--- config.mk ---
export PLATFORM = sky130hd
export DESIGN_NAME = mc_controller_ws_flat
export DESIGN_NICKNAME = d
export VERILOG_FILES = /design/src/rtl/mc_controller_ws_if.sv /design/src/rtl/mc_controller_ws.sv /design/src/flat_wrapper.sv
export SDC_FILE = /design/constraint.sdc
export NUM_CORES = 1
export LEC_CHECK = 0
export CELL_PAD_IN_SITES_DETAIL_PLACEMENT = 1
export CELL_PAD_IN_SITES_GLOBAL_PLACEMENT = 1
export CORE_MARGIN = 4
export CORE_UTILIZATION = 28
export CTS_CLUSTER_DIAMETER = 150
export DETAILED_ROUTE_END_ITERATION = 16
export PLACE_DENSITY_LB_ADDON = 0.12
export SYNTH_ARGS = -nofsm -noshare
export SYNTH_HDL_FRONTEND = slang
export SYNTH_SLANG_ARGS = --single-unit
--- constraint.sdc ---
create_clock -name clk -period 2 [get_ports clk]
set_input_delay 0.3 -clock clk [delete_from_list [all_inputs] [get_ports clk]]
set_output_delay 0.3 -clock clk [all_outputs]
set_load 0.05 [all_outputs]
--- src/rtl/mc_controller_ws_if.sv ---
// rtl/mc_controller_ws_if.sv - control bus between the multicycle controller and the datapath
interface mc_controller_ws_if;
  logic [5:0] OpCode;
  logic [5:0] Funct;
  logic       Err;
  logic       MemReady;
  logic       MemReq;
  logic       PCWrite;
  logic       PCWriteCond;
  logic       IorD;
  logic       MemWrite;
  logic       MemRead;
  logic       IRWrite;
  logic       RegWrite;
  logic       ExtOp;
  logic       LuiOp;
  logic       EPCWrite;
  logic       ErrTargetWrite;
  logic [1:0] MemtoReg;
  logic [1:0] RegDst;
  logic [1:0] ALUSrcA;
  logic [1:0] ALUSrcB;
  logic [1:0] PCSource;
  logic [1:0] PCErrSource;
  logic [3:0] ALUOp;
  logic [1:0] ErrCause;
  logic [3:0] State;

  modport master (
    input  OpCode, Funct, Err, MemReady,
    output MemReq, PCWrite, PCWriteCond, IorD, MemWrite, MemRead, IRWrite,
           RegWrite, ExtOp, LuiOp, EPCWrite, ErrTargetWrite, MemtoReg, RegDst,
           ALUSrcA, ALUSrcB, PCSource, PCErrSource, ALUOp, ErrCause, State
  );

  modport slave (
    output OpCode, Funct, Err, MemReady,
    input  MemReq, PCWrite, PCWriteCond, IorD, MemWrite, MemRead, IRWrite,
           RegWrite, ExtOp, LuiOp, EPCWrite, ErrTargetWrite, MemtoReg, RegDst,
           ALUSrcA, ALUSrcB, PCSource, PCErrSource, ALUOp, ErrCause, State
  );
endinterface

--- src/rtl/mc_controller_ws.sv ---
// rtl/mc_controller_ws.sv - multicycle MIPS control FSM with handshaked variable-latency memory
module mc_controller_ws #(
  parameter int TIMEOUT_W = 4,
  parameter bit HAS_EXC   = 1'b1
) (
  input logic clk,
  input logic reset,
  mc_controller_ws_if.master bus
);

  typedef enum logic [3:0] {
    S_IF = 4'd0, S_ID = 4'd1, S_REX = 4'd2, S_RWB = 4'd3, S_MEMEX = 4'd4,
    S_SWMEM = 4'd5, S_LWMEM = 4'd6, S_LWWB = 4'd7, S_IEX = 4'd8, S_IWB = 4'd9,
    S_BEQ = 4'd10, S_JMP = 4'd11, S_ERR = 4'd12, S_ENDERR = 4'd13
  } state_t;

  localparam logic [5:0] OP_RTYPE = 6'h00, OP_ENDERR = 6'h01, OP_J = 6'h02, OP_JAL = 6'h03;
  localparam logic [5:0] OP_BEQ = 6'h04, OP_ADDI = 6'h08, OP_ADDIU = 6'h09, OP_SLTI = 6'h0a;
  localparam logic [5:0] OP_SLTIU = 6'h0b, OP_ANDI = 6'h0c, OP_LUI = 6'h0f;
  localparam logic [5:0] OP_LW = 6'h23, OP_SW = 6'h2b;
  localparam logic [5:0] FN_SLL = 6'h00, FN_SRL = 6'h02, FN_SRA = 6'h03, FN_JR = 6'h08, FN_JALR = 6'h09;

  state_t               state, state_next;
  logic [TIMEOUT_W-1:0] wait_cnt;
  logic [1:0]           err_cause;
  logic [1:0]           cause_next;
  logic                 mem_state;
  logic                 timeout;
  logic                 is_rtype;
  logic [2:0]           alu_lo;

  always_ff @(posedge clk) begin
    if (reset) begin
      state     <= S_IF;
      wait_cnt  <= '0;
      err_cause <= 2'b00;
    end else begin
      state <= state_next;
      // Any transition (including into a memory state) restarts the wait count.
      if (state_next != state)
        wait_cnt <= '0;
      else if (!bus.MemReady)
        wait_cnt <= wait_cnt + TIMEOUT_W'(1);
      if (state_next == S_ERR)
        err_cause <= cause_next;
    end
  end

  always_comb begin
    state_next         = state;
    cause_next         = 2'b00;
    is_rtype           = (bus.OpCode == OP_RTYPE);
    mem_state          = (state == S_IF) || (state == S_LWMEM) || (state == S_SWMEM);
    timeout            = HAS_EXC && mem_state && !bus.MemReady && (&wait_cnt);
    alu_lo             = 3'b000;
    bus.MemReq         = 1'b0;
    bus.PCWrite        = 1'b0;
    bus.PCWriteCond    = 1'b0;
    bus.IorD           = 1'b0;
    bus.MemWrite       = 1'b0;
    bus.MemRead        = 1'b0;
    bus.IRWrite        = 1'b0;
    bus.RegWrite       = 1'b0;
    bus.ExtOp          = 1'b0;
    bus.LuiOp          = 1'b0;
    bus.EPCWrite       = 1'b0;
    bus.ErrTargetWrite = 1'b0;
    bus.MemtoReg       = 2'b00;
    bus.RegDst         = 2'b00;
    bus.ALUSrcA        = 2'b00;
    bus.ALUSrcB        = 2'b00;
    bus.PCSource       = 2'b00;
    bus.PCErrSource    = 2'b00;

    case (state)
      S_IF: begin
        bus.MemReq  = 1'b1;
        bus.MemRead = 1'b1;
        bus.ALUSrcB = 2'b01;
        bus.PCWrite = bus.MemReady;
        bus.IRWrite = bus.MemReady;
        if (bus.MemReady) state_next = S_ID;
        else if (timeout) begin state_next = S_ERR; cause_next = 2'b10; end
      end
      S_ID: begin
        bus.ALUSrcB = 2'b11;
        bus.ExtOp   = 1'b1;
        case (bus.OpCode)
          OP_ENDERR: state_next = S_ENDERR;
          OP_RTYPE:  state_next = (bus.Funct == FN_JR || bus.Funct == FN_JALR) ? S_JMP : S_REX;
          OP_LW, OP_SW: state_next = S_MEMEX;
          OP_LUI, OP_ADDI, OP_ADDIU, OP_ANDI, OP_SLTI, OP_SLTIU: state_next = S_IEX;
          OP_BEQ:    state_next = S_BEQ;
          OP_J, OP_JAL: state_next = S_JMP;
          default: begin
            state_next = HAS_EXC ? S_ERR : S_IF;
            cause_next = 2'b11;
          end
        endcase
      end
      S_REX: begin
        bus.ALUSrcA = (bus.Funct == FN_SLL || bus.Funct == FN_SRL || bus.Funct == FN_SRA) ? 2'b10 : 2'b01;
        if (HAS_EXC && bus.Err) begin state_next = S_ERR; cause_next = 2'b01; end
        else state_next = S_RWB;
      end
      S_MEMEX, S_IEX: begin
        bus.ALUSrcA = 2'b01;
        bus.ALUSrcB = 2'b10;
        bus.ExtOp   = (bus.OpCode != OP_ANDI);
        bus.LuiOp   = (bus.OpCode == OP_LUI);
        if (state == S_MEMEX) state_next = (bus.OpCode == OP_LW) ? S_LWMEM : S_SWMEM;
        else if (HAS_EXC && bus.Err) begin state_next = S_ERR; cause_next = 2'b01; end
        else state_next = S_IWB;
      end
      S_LWMEM, S_SWMEM: begin
        bus.MemReq   = 1'b1;
        bus.IorD     = 1'b1;
        bus.MemRead  = (state == S_LWMEM);
        bus.MemWrite = (state == S_SWMEM);
        if (bus.MemReady) state_next = (state == S_LWMEM) ? S_LWWB : S_IF;
        else if (timeout) begin state_next = S_ERR; cause_next = 2'b10; end
      end
      S_RWB: begin
        bus.RegWrite = 1'b1; bus.RegDst = 2'b01; bus.MemtoReg = 2'b01; state_next = S_IF;
      end
      S_IWB: begin
        bus.RegWrite = 1'b1; bus.MemtoReg = 2'b01; state_next = S_IF;
      end
      S_LWWB: begin
        bus.RegWrite = 1'b1; state_next = S_IF;
      end
      S_BEQ: begin
        bus.ALUSrcA = 2'b01; bus.PCWriteCond = 1'b1; bus.PCSource = 2'b01; state_next = S_IF;
      end
      S_JMP: begin
        bus.PCWrite  = 1'b1;
        bus.PCSource = is_rtype ? 2'b11 : 2'b10;
        // jal and jalr link the return address.
        if (bus.OpCode == OP_JAL || (is_rtype && bus.Funct == FN_JALR)) begin
          bus.RegWrite = 1'b1; bus.RegDst = 2'b10; bus.MemtoReg = 2'b10;
        end
        state_next = S_IF;
      end
      S_ERR: begin
        bus.PCWrite = 1'b1; bus.PCErrSource = 2'b01; bus.EPCWrite = 1'b1;
        bus.ErrTargetWrite = 1'b1; state_next = S_IF;
      end
      S_ENDERR: begin
        bus.PCWrite = 1'b1; bus.PCErrSource = 2'b10; bus.RegWrite = 1'b1;
        bus.RegDst = 2'b11; bus.MemtoReg = 2'b11; state_next = S_IF;
      end
      default: state_next = S_IF;
    endcase

    if (state != S_IF && state != S_ID) begin
      if (is_rtype) alu_lo = 3'b010;
      else if (bus.OpCode == OP_BEQ) alu_lo = 3'b001;
      else if (bus.OpCode == OP_ANDI) alu_lo = 3'b100;
      else if (bus.OpCode == OP_SLTI || bus.OpCode == OP_SLTIU) alu_lo = 3'b101;
    end
    bus.ALUOp = {bus.OpCode[0], alu_lo};

    if (reset) begin
      bus.MemReq = 1'b0; bus.PCWrite = 1'b0; bus.PCWriteCond = 1'b0; bus.IorD = 1'b0;
      bus.MemWrite = 1'b0; bus.MemRead = 1'b0; bus.IRWrite = 1'b0; bus.RegWrite = 1'b0;
      bus.ExtOp = 1'b0; bus.LuiOp = 1'b0; bus.EPCWrite = 1'b0; bus.ErrTargetWrite = 1'b0;
      bus.MemtoReg = 2'b00; bus.RegDst = 2'b00; bus.ALUSrcA = 2'b00; bus.ALUSrcB = 2'b00;
      bus.PCSource = 2'b00; bus.PCErrSource = 2'b00; bus.ALUOp = 4'b0000;
    end
  end

  assign bus.ErrCause = err_cause;
  assign bus.State    = state;

endmodule

--- src/flat_wrapper.sv ---
// flat-port wrapper written by rule: the top's interface ports become plain ports
module mc_controller_ws_flat 
#(
  parameter int TIMEOUT_W = 4,
  parameter bit HAS_EXC   = 1'b1
)
  (clk, reset, bus_OpCode, bus_Funct, bus_Err, bus_MemReady, bus_MemReq, bus_PCWrite, bus_PCWriteCond, bus_IorD, bus_MemWrite, bus_MemRead, bus_IRWrite, bus_RegWrite, bus_ExtOp, bus_LuiOp, bus_EPCWrite, bus_ErrTargetWrite, bus_MemtoReg, bus_RegDst, bus_ALUSrcA, bus_ALUSrcB, bus_PCSource, bus_PCErrSource, bus_ALUOp, bus_ErrCause, bus_State);
  mc_controller_ws_if bus_i ();
  input logic clk;
  input logic reset;
  input wire logic [$bits(bus_i.OpCode)-1:0] bus_OpCode;
  input wire logic [$bits(bus_i.Funct)-1:0] bus_Funct;
  input wire logic [$bits(bus_i.Err)-1:0] bus_Err;
  input wire logic [$bits(bus_i.MemReady)-1:0] bus_MemReady;
  output wire logic [$bits(bus_i.MemReq)-1:0] bus_MemReq;
  output wire logic [$bits(bus_i.PCWrite)-1:0] bus_PCWrite;
  output wire logic [$bits(bus_i.PCWriteCond)-1:0] bus_PCWriteCond;
  output wire logic [$bits(bus_i.IorD)-1:0] bus_IorD;
  output wire logic [$bits(bus_i.MemWrite)-1:0] bus_MemWrite;
  output wire logic [$bits(bus_i.MemRead)-1:0] bus_MemRead;
  output wire logic [$bits(bus_i.IRWrite)-1:0] bus_IRWrite;
  output wire logic [$bits(bus_i.RegWrite)-1:0] bus_RegWrite;
  output wire logic [$bits(bus_i.ExtOp)-1:0] bus_ExtOp;
  output wire logic [$bits(bus_i.LuiOp)-1:0] bus_LuiOp;
  output wire logic [$bits(bus_i.EPCWrite)-1:0] bus_EPCWrite;
  output wire logic [$bits(bus_i.ErrTargetWrite)-1:0] bus_ErrTargetWrite;
  output wire logic [$bits(bus_i.MemtoReg)-1:0] bus_MemtoReg;
  output wire logic [$bits(bus_i.RegDst)-1:0] bus_RegDst;
  output wire logic [$bits(bus_i.ALUSrcA)-1:0] bus_ALUSrcA;
  output wire logic [$bits(bus_i.ALUSrcB)-1:0] bus_ALUSrcB;
  output wire logic [$bits(bus_i.PCSource)-1:0] bus_PCSource;
  output wire logic [$bits(bus_i.PCErrSource)-1:0] bus_PCErrSource;
  output wire logic [$bits(bus_i.ALUOp)-1:0] bus_ALUOp;
  output wire logic [$bits(bus_i.ErrCause)-1:0] bus_ErrCause;
  output wire logic [$bits(bus_i.State)-1:0] bus_State;
  assign bus_i.OpCode = bus_OpCode;
  assign bus_i.Funct = bus_Funct;
  assign bus_i.Err = bus_Err;
  assign bus_i.MemReady = bus_MemReady;
  assign bus_MemReq = bus_i.MemReq;
  assign bus_PCWrite = bus_i.PCWrite;
  assign bus_PCWriteCond = bus_i.PCWriteCond;
  assign bus_IorD = bus_i.IorD;
  assign bus_MemWrite = bus_i.MemWrite;
  assign bus_MemRead = bus_i.MemRead;
  assign bus_IRWrite = bus_i.IRWrite;
  assign bus_RegWrite = bus_i.RegWrite;
  assign bus_ExtOp = bus_i.ExtOp;
  assign bus_LuiOp = bus_i.LuiOp;
  assign bus_EPCWrite = bus_i.EPCWrite;
  assign bus_ErrTargetWrite = bus_i.ErrTargetWrite;
  assign bus_MemtoReg = bus_i.MemtoReg;
  assign bus_RegDst = bus_i.RegDst;
  assign bus_ALUSrcA = bus_i.ALUSrcA;
  assign bus_ALUSrcB = bus_i.ALUSrcB;
  assign bus_PCSource = bus_i.PCSource;
  assign bus_PCErrSource = bus_i.PCErrSource;
  assign bus_ALUOp = bus_i.ALUOp;
  assign bus_ErrCause = bus_i.ErrCause;
  assign bus_State = bus_i.State;
  mc_controller_ws #(.TIMEOUT_W(TIMEOUT_W), .HAS_EXC(HAS_EXC)) u_core (.clk(clk), .reset(reset), .bus(bus_i));
endmodule
* Yosys cells after proc, flatten, opt, wreduce, memory -nomap -nowiden *
Index checks and enable logic that the tools add are counted.

word-level totals
  word-level logic and storage cells = 127
  flip-flop bits (word level) = 10
  bits of input ports = 16
  output and inout port bits = 34

cells by class
  eq/ne operators = 33
  add/sub/neg operators = 1
  multiplexer cells = 61
  reductions and logical operators = 29

operators with widths
  cell                                                             number
  6-bit by 4-bit == test with 1-bit output, second input constant  8
  4-bit == test, second input constant                             7
  4-bit 2-to-1 mux                                                 7
  6-bit by 2-bit == test with 1-bit output, second input constant  4
  2-bit 2-to-1 mux                                                 12
  4-bit case mux with 6 select lines                               1
  1-bit 2-to-1 mux                                                 22
  3-bit 2-to-1 mux                                                 7
  4-bit case mux with 5 select lines                               1
  2-bit case mux with 3 select lines                               3
  4-bit by 3-bit == test with 1-bit output, second input constant  4
  13-bit OR reduction                                              1
  6-bit == test, second input constant                             2
  6-bit logical NOT                                                2
  2-bit case mux with 2 select lines                               3
  2-bit OR reduction                                               6
  3-bit OR reduction                                               3
  4-bit by 2-bit == test with 1-bit output, second input constant  2
  1-bit case mux with 2 select lines                               4
  2-bit case mux with 4 select lines                               1
  1-bit logical OR                                                 7
  6-bit by 1-bit == test with 1-bit output, second input constant  1
  6-bit by 3-bit == test with 1-bit output, second input constant  1
  6-bit by 4-bit != test with 1-bit output, second input constant  1
  11 further kinds                                                 14

* Logic depth before layout (Yosys ltp) *
  depth after elaboration = 10
  mapped depth = 7
  gate-level depth less buffers = 7

* Worst setup path before layout *
OpenSTA, ideal clock, no wires.

  path kind = register -> output
  from = reg u_core.state[3], in the netlist u_core.bus.State[3]
  to = out bus_PCSource[0]
  arrival = 3526 ps
  stages on the path, launching flop included = 4
  path buffers = 1
  setup slack = -1826 ps
  data required time = 1700 ps
  cell sequence = dfxtp_1 > clkbuf_8 > nand2b_1 > a2111oi_0

on the way
  word-level cells in the longest chain between the ends = 3
  elaborated cells on any way between the ends = 4
  classes of those cells = eq/ne: 2; mux: 2

RTL lines
  item                                  line                     text
  start: declaration                    mc_controller_ws.sv:23   state_t state, state_next;
  start signal: assignment              mc_controller_ws.sv:38   state <= state_next;
  4-bit == test                         mc_controller_ws.sv:75   case (state)
  2-bit case mux with 2 select lines *  mc_controller_ws.sv:75
  2-bit 2-to-1 mux *                    mc_controller_ws.sv:163  if (reset) begin
  end: declaration                      flat_wrapper.sv:31       output wire logic [$bits(bus_i.PCSource)-1:0] bus_PCSource;

Mark *: on every way between the ends. The rest lies on a longest branch, timed or not.

* Final worst setup path *
  from = in bus_Funct[1]
  to = out bus_RegWrite

on the way
  word-level cells in the longest chain between the ends = 6

RTL lines
  item                                      line                     text
  start: declaration                        flat_wrapper.sv:12       input wire logic [$bits(bus_i.Funct)-1:0] bus_Funct;
  6-bit by 4-bit == test with 1-bit output  mc_controller_ws.sv:139  if (bus.OpCode == OP_JAL || (is_rtype && bus.Funct == FN_JALR)) begin
  1-bit logical AND                         mc_controller_ws.sv:139
  1-bit logical OR                          mc_controller_ws.sv:139
  1-bit 2-to-1 mux                          mc_controller_ws.sv:139
  1-bit case mux with 2 select lines        mc_controller_ws.sv:75
  1-bit 2-to-1 mux                          mc_controller_ws.sv:163
  end: declaration                          flat_wrapper.sv:22       output wire logic [$bits(bus_i.RegWrite)-1:0] bus_RegWrite;

No other way between the ends.

==> flow_summary.json <==
{
  "post-synth-top-count-cell": "nor2_1",
  "htree_levels": 1,
  "finalSetupViolations": 6,
  "die_w_um": 77.6,
  "power_switching_uw": 1650,
  "ant_nets": 0,
  "nets": 308,
  "antenna_cells": 0,
  "grt_use_total_pct": 20.4,
  "crit_path_top_delay_cell": "clkdlybuf4s50_1",
  "tightest_slew_ps": 550,
  "max_freq_mhz": 477,
  "synth_area_leader_cell": "dfxtp_1",
  "grt_max_degree": 13,
  "setup_slack_ps": -95.8,
  "min_path_type": "register to register",
  "route.detailed.drc": 0,
  "path_cells": "clkdlybuf4s50_1, nand2b_4, nor4_4, o21ai_2, o211ai_1, o21ai_2, nor2_4, buf_12",
  "synth-async-reset-ratio_pct": 0,
  "synth_area_sq_mm": 0.00136,
  "place_ws_ps": -524,
  "ios": 50,
  "clock-root-buffer": "clkbuf_8",
  "syn2layout_area_growth_pct": 121,
  "final_cell_count_no_fill": 357,
  "leakage_uw": 0.00121,
  "vdd_ir_drop_max_mv": 0.469,
  "drt-pass1-iter-count": 4,
  "syn_nets": 207,
  "place_congestion": 0.866,
  "synth_edf_count": 0,
  "cts_hold_buf": 0,
  "die_h_um": 77.6,
  "synthFlopType": "dfxtp_1",
  "dp.cells": 334,
  "pwr-share-seq_pct": 11.3,
  "synthTopCellsByArea": "dfxtp_1, nor3_1, nor2_1",
  "yosys_warnings": 0,
  "grt_pass1_vias": 2047,
  "grt_pass1_wl_mm": 10.2,
  "power_density_mw_per_mm2": 1060,
  "drtIter0Drc": 79,
  "antenna_found_initial": 0,
  "critical_path_class": "input port to output pin",
  "die_area_sq_mm": 0.00603,
  "vias": 1937,
  "internal_power_uw": 1540,
  "required_ps": 1700,
  "finalCriticalPeriod_ps": 2100,
  "path_clk_slew_ps": 50,
  "swShare_pct": 51.8,
  "fill_cells": 523,
  "drive_gt1_share_pct": 61.7,
  "crit_path_max_incr_delay_ps": 430,
  "cts_buffer_depth": 2,
  "critPathBufInv": 2,
  "finalClockSkew_ps": 4.74,
  "hpwl_mm": 4.67,
  "gr-total-overflow": 0,
  "syn_inst": 190,
  "cts_buffers": 3,
  "cts_tree": "built",
  "power_uw": 3190,
  "start_kind": "input port",
  "rsz0062_at_grt": "yes",
  "crit_arrival_ps": 1800,
  "drv_slew": 0,
  "min_period_over_period_pct": 105,
  "hold_ws_ps": 467,
  "wl_per_cell_um": 19.0,
  "cp_top_family": "buffers and inverters",
  "cap_violations": 0,
  "end_kind": "output pin",
  "timing.setup.tns_ps": -255,
  "viasPerCell": 5.43,
  "hold_violations": 0,
  "pwr-share-clk_pct": 8.1,
  "routed_wl_mm": 6.80,
  "rows": 25,
  "synth_cell_types": 57,
  "start_util_pct": 28.7,
  "violations": "setup timing",
  "synth_area_per_cell_sq_um": 7.15,
  "max_slew_margin_pct": 63.0,
  "pwr-share-comb_pct": 80.7,
  "status": "finished with violations",
  "port_buffers": 49,
  "core_sq_mm": 0.00472,
  "post-synth-top-area-fraction_pct": 14.7,
  "path_common_cell": "o21ai_2",
  "crit_fanout": 2,
  "clk_latency_ps": 240,
  "synth_seq_cells": 10,
  "synth_common_cells": "nor2_1, nor3_1, nand2_1",
  "cts_num_sinks": 10,
  "ys_seq_area_share_pct": 14.7
}
-- stage by stage --
| stage | area [sq um] | util, % |
|---|---|---|
| floorplan | 1640 | - |
| global placement | 2620 | 55.4 |
| detailed placement | 2620 | 55.4 |
| CTS | 2800 | 59.3 |
| global route | 3000 | 63.5 |
| finish | 3000 | 63.5 |
-- final timing paths --
kind | startpoint | endpoint | slack (ps) | cells past startpoint
setup / recovery | bus_Funct[1] | bus_RegWrite | -100 | 8
hold / removal | u_core.bus.ErrCause[0] | u_core.bus.ErrCause[0] | 470 | 2
setup reg to reg | u_core.bus.State[2] | u_core.bus.ErrCause[1] | -10 | 8
hold reg to reg | u_core.bus.ErrCause[0] | u_core.bus.ErrCause[0] | 470 | 2
-- worst reg2reg max path: cells and delay by family (launching register included) --
family | cells | cell delay [ps]
buf+inv | 2 | 330
flops | 1 | 380
compound gates | 4 | 930
simple gates | 2 | 300
-- flip-flops by register name (all words and copies together) (netlist names) --
name                 count
u_core.wait_cnt          4
u_core.bus.ErrCause      2
u_core.bus.State         4
-- layout make-up --
cell class | count | area [sq um] | share of cell area (%)
inverter | 8 | 33.8 | 1.13
clock buffer | 4 | 55.1 | 1.83
multi-input combinational | 154 | 1360 | 45.2
timing repair buffer | 114 | 1260 | 41.9
sequential | 10 | 215 | 7.17
tap | 67 | 83.8 | 2.79
-- power by group through the flow --
stage,Combinational (uW),Sequential [uW],Clock [uW]
detailed placement,2150,387,0
global placement,2120,387,0
CTS,2270,366,261
finish,2570,359,257
global route,2710,366,275
floorplan,1380,454,0
-- cell families after synthesis --
group	synth area share (%)
flops	14.7
buf+inv	13.6
fa+ha+maj	0.922
compound gates	25.3
mux	1.47
simple gates	40.0
xor+xnor	3.87
-- layout by cell type, fill, tap and decap left out, types with 5 or more instances in the layout --
cell,Yosys,layout
a21oi_1,9,6
buf_12,0,27
buf_4,2,62
buf_6,2,8
clkdlybuf4s50_1,0,5
dfxtp_1,10,6
inv_1,8,7
nand2_1,13,9
nand2b_1,8,5
nor2_1,24,16
nor2_2,0,5
nor3_1,20,10
nor3_4,0,6
nor4_4,1,6
-- what timing repair did --
action / in CTS / in global routing
setup endpoints to repair: 19 / 17
pin swaps: 15 / 19
buffers inserted: 8 / 11
gates resized for setup: 44 / 43
hold endpoints to repair: 0 / 0
-- per-layer routing --
metal	share of wire, %	wire length (um)	track usage (%)
met1	40	2740	24.3
met2	54	3640	36.6
met3	3.6	242	3.36
met4	2.6	180	7.12
met5	0	0	0
Power figures use the tool's default switching activity.
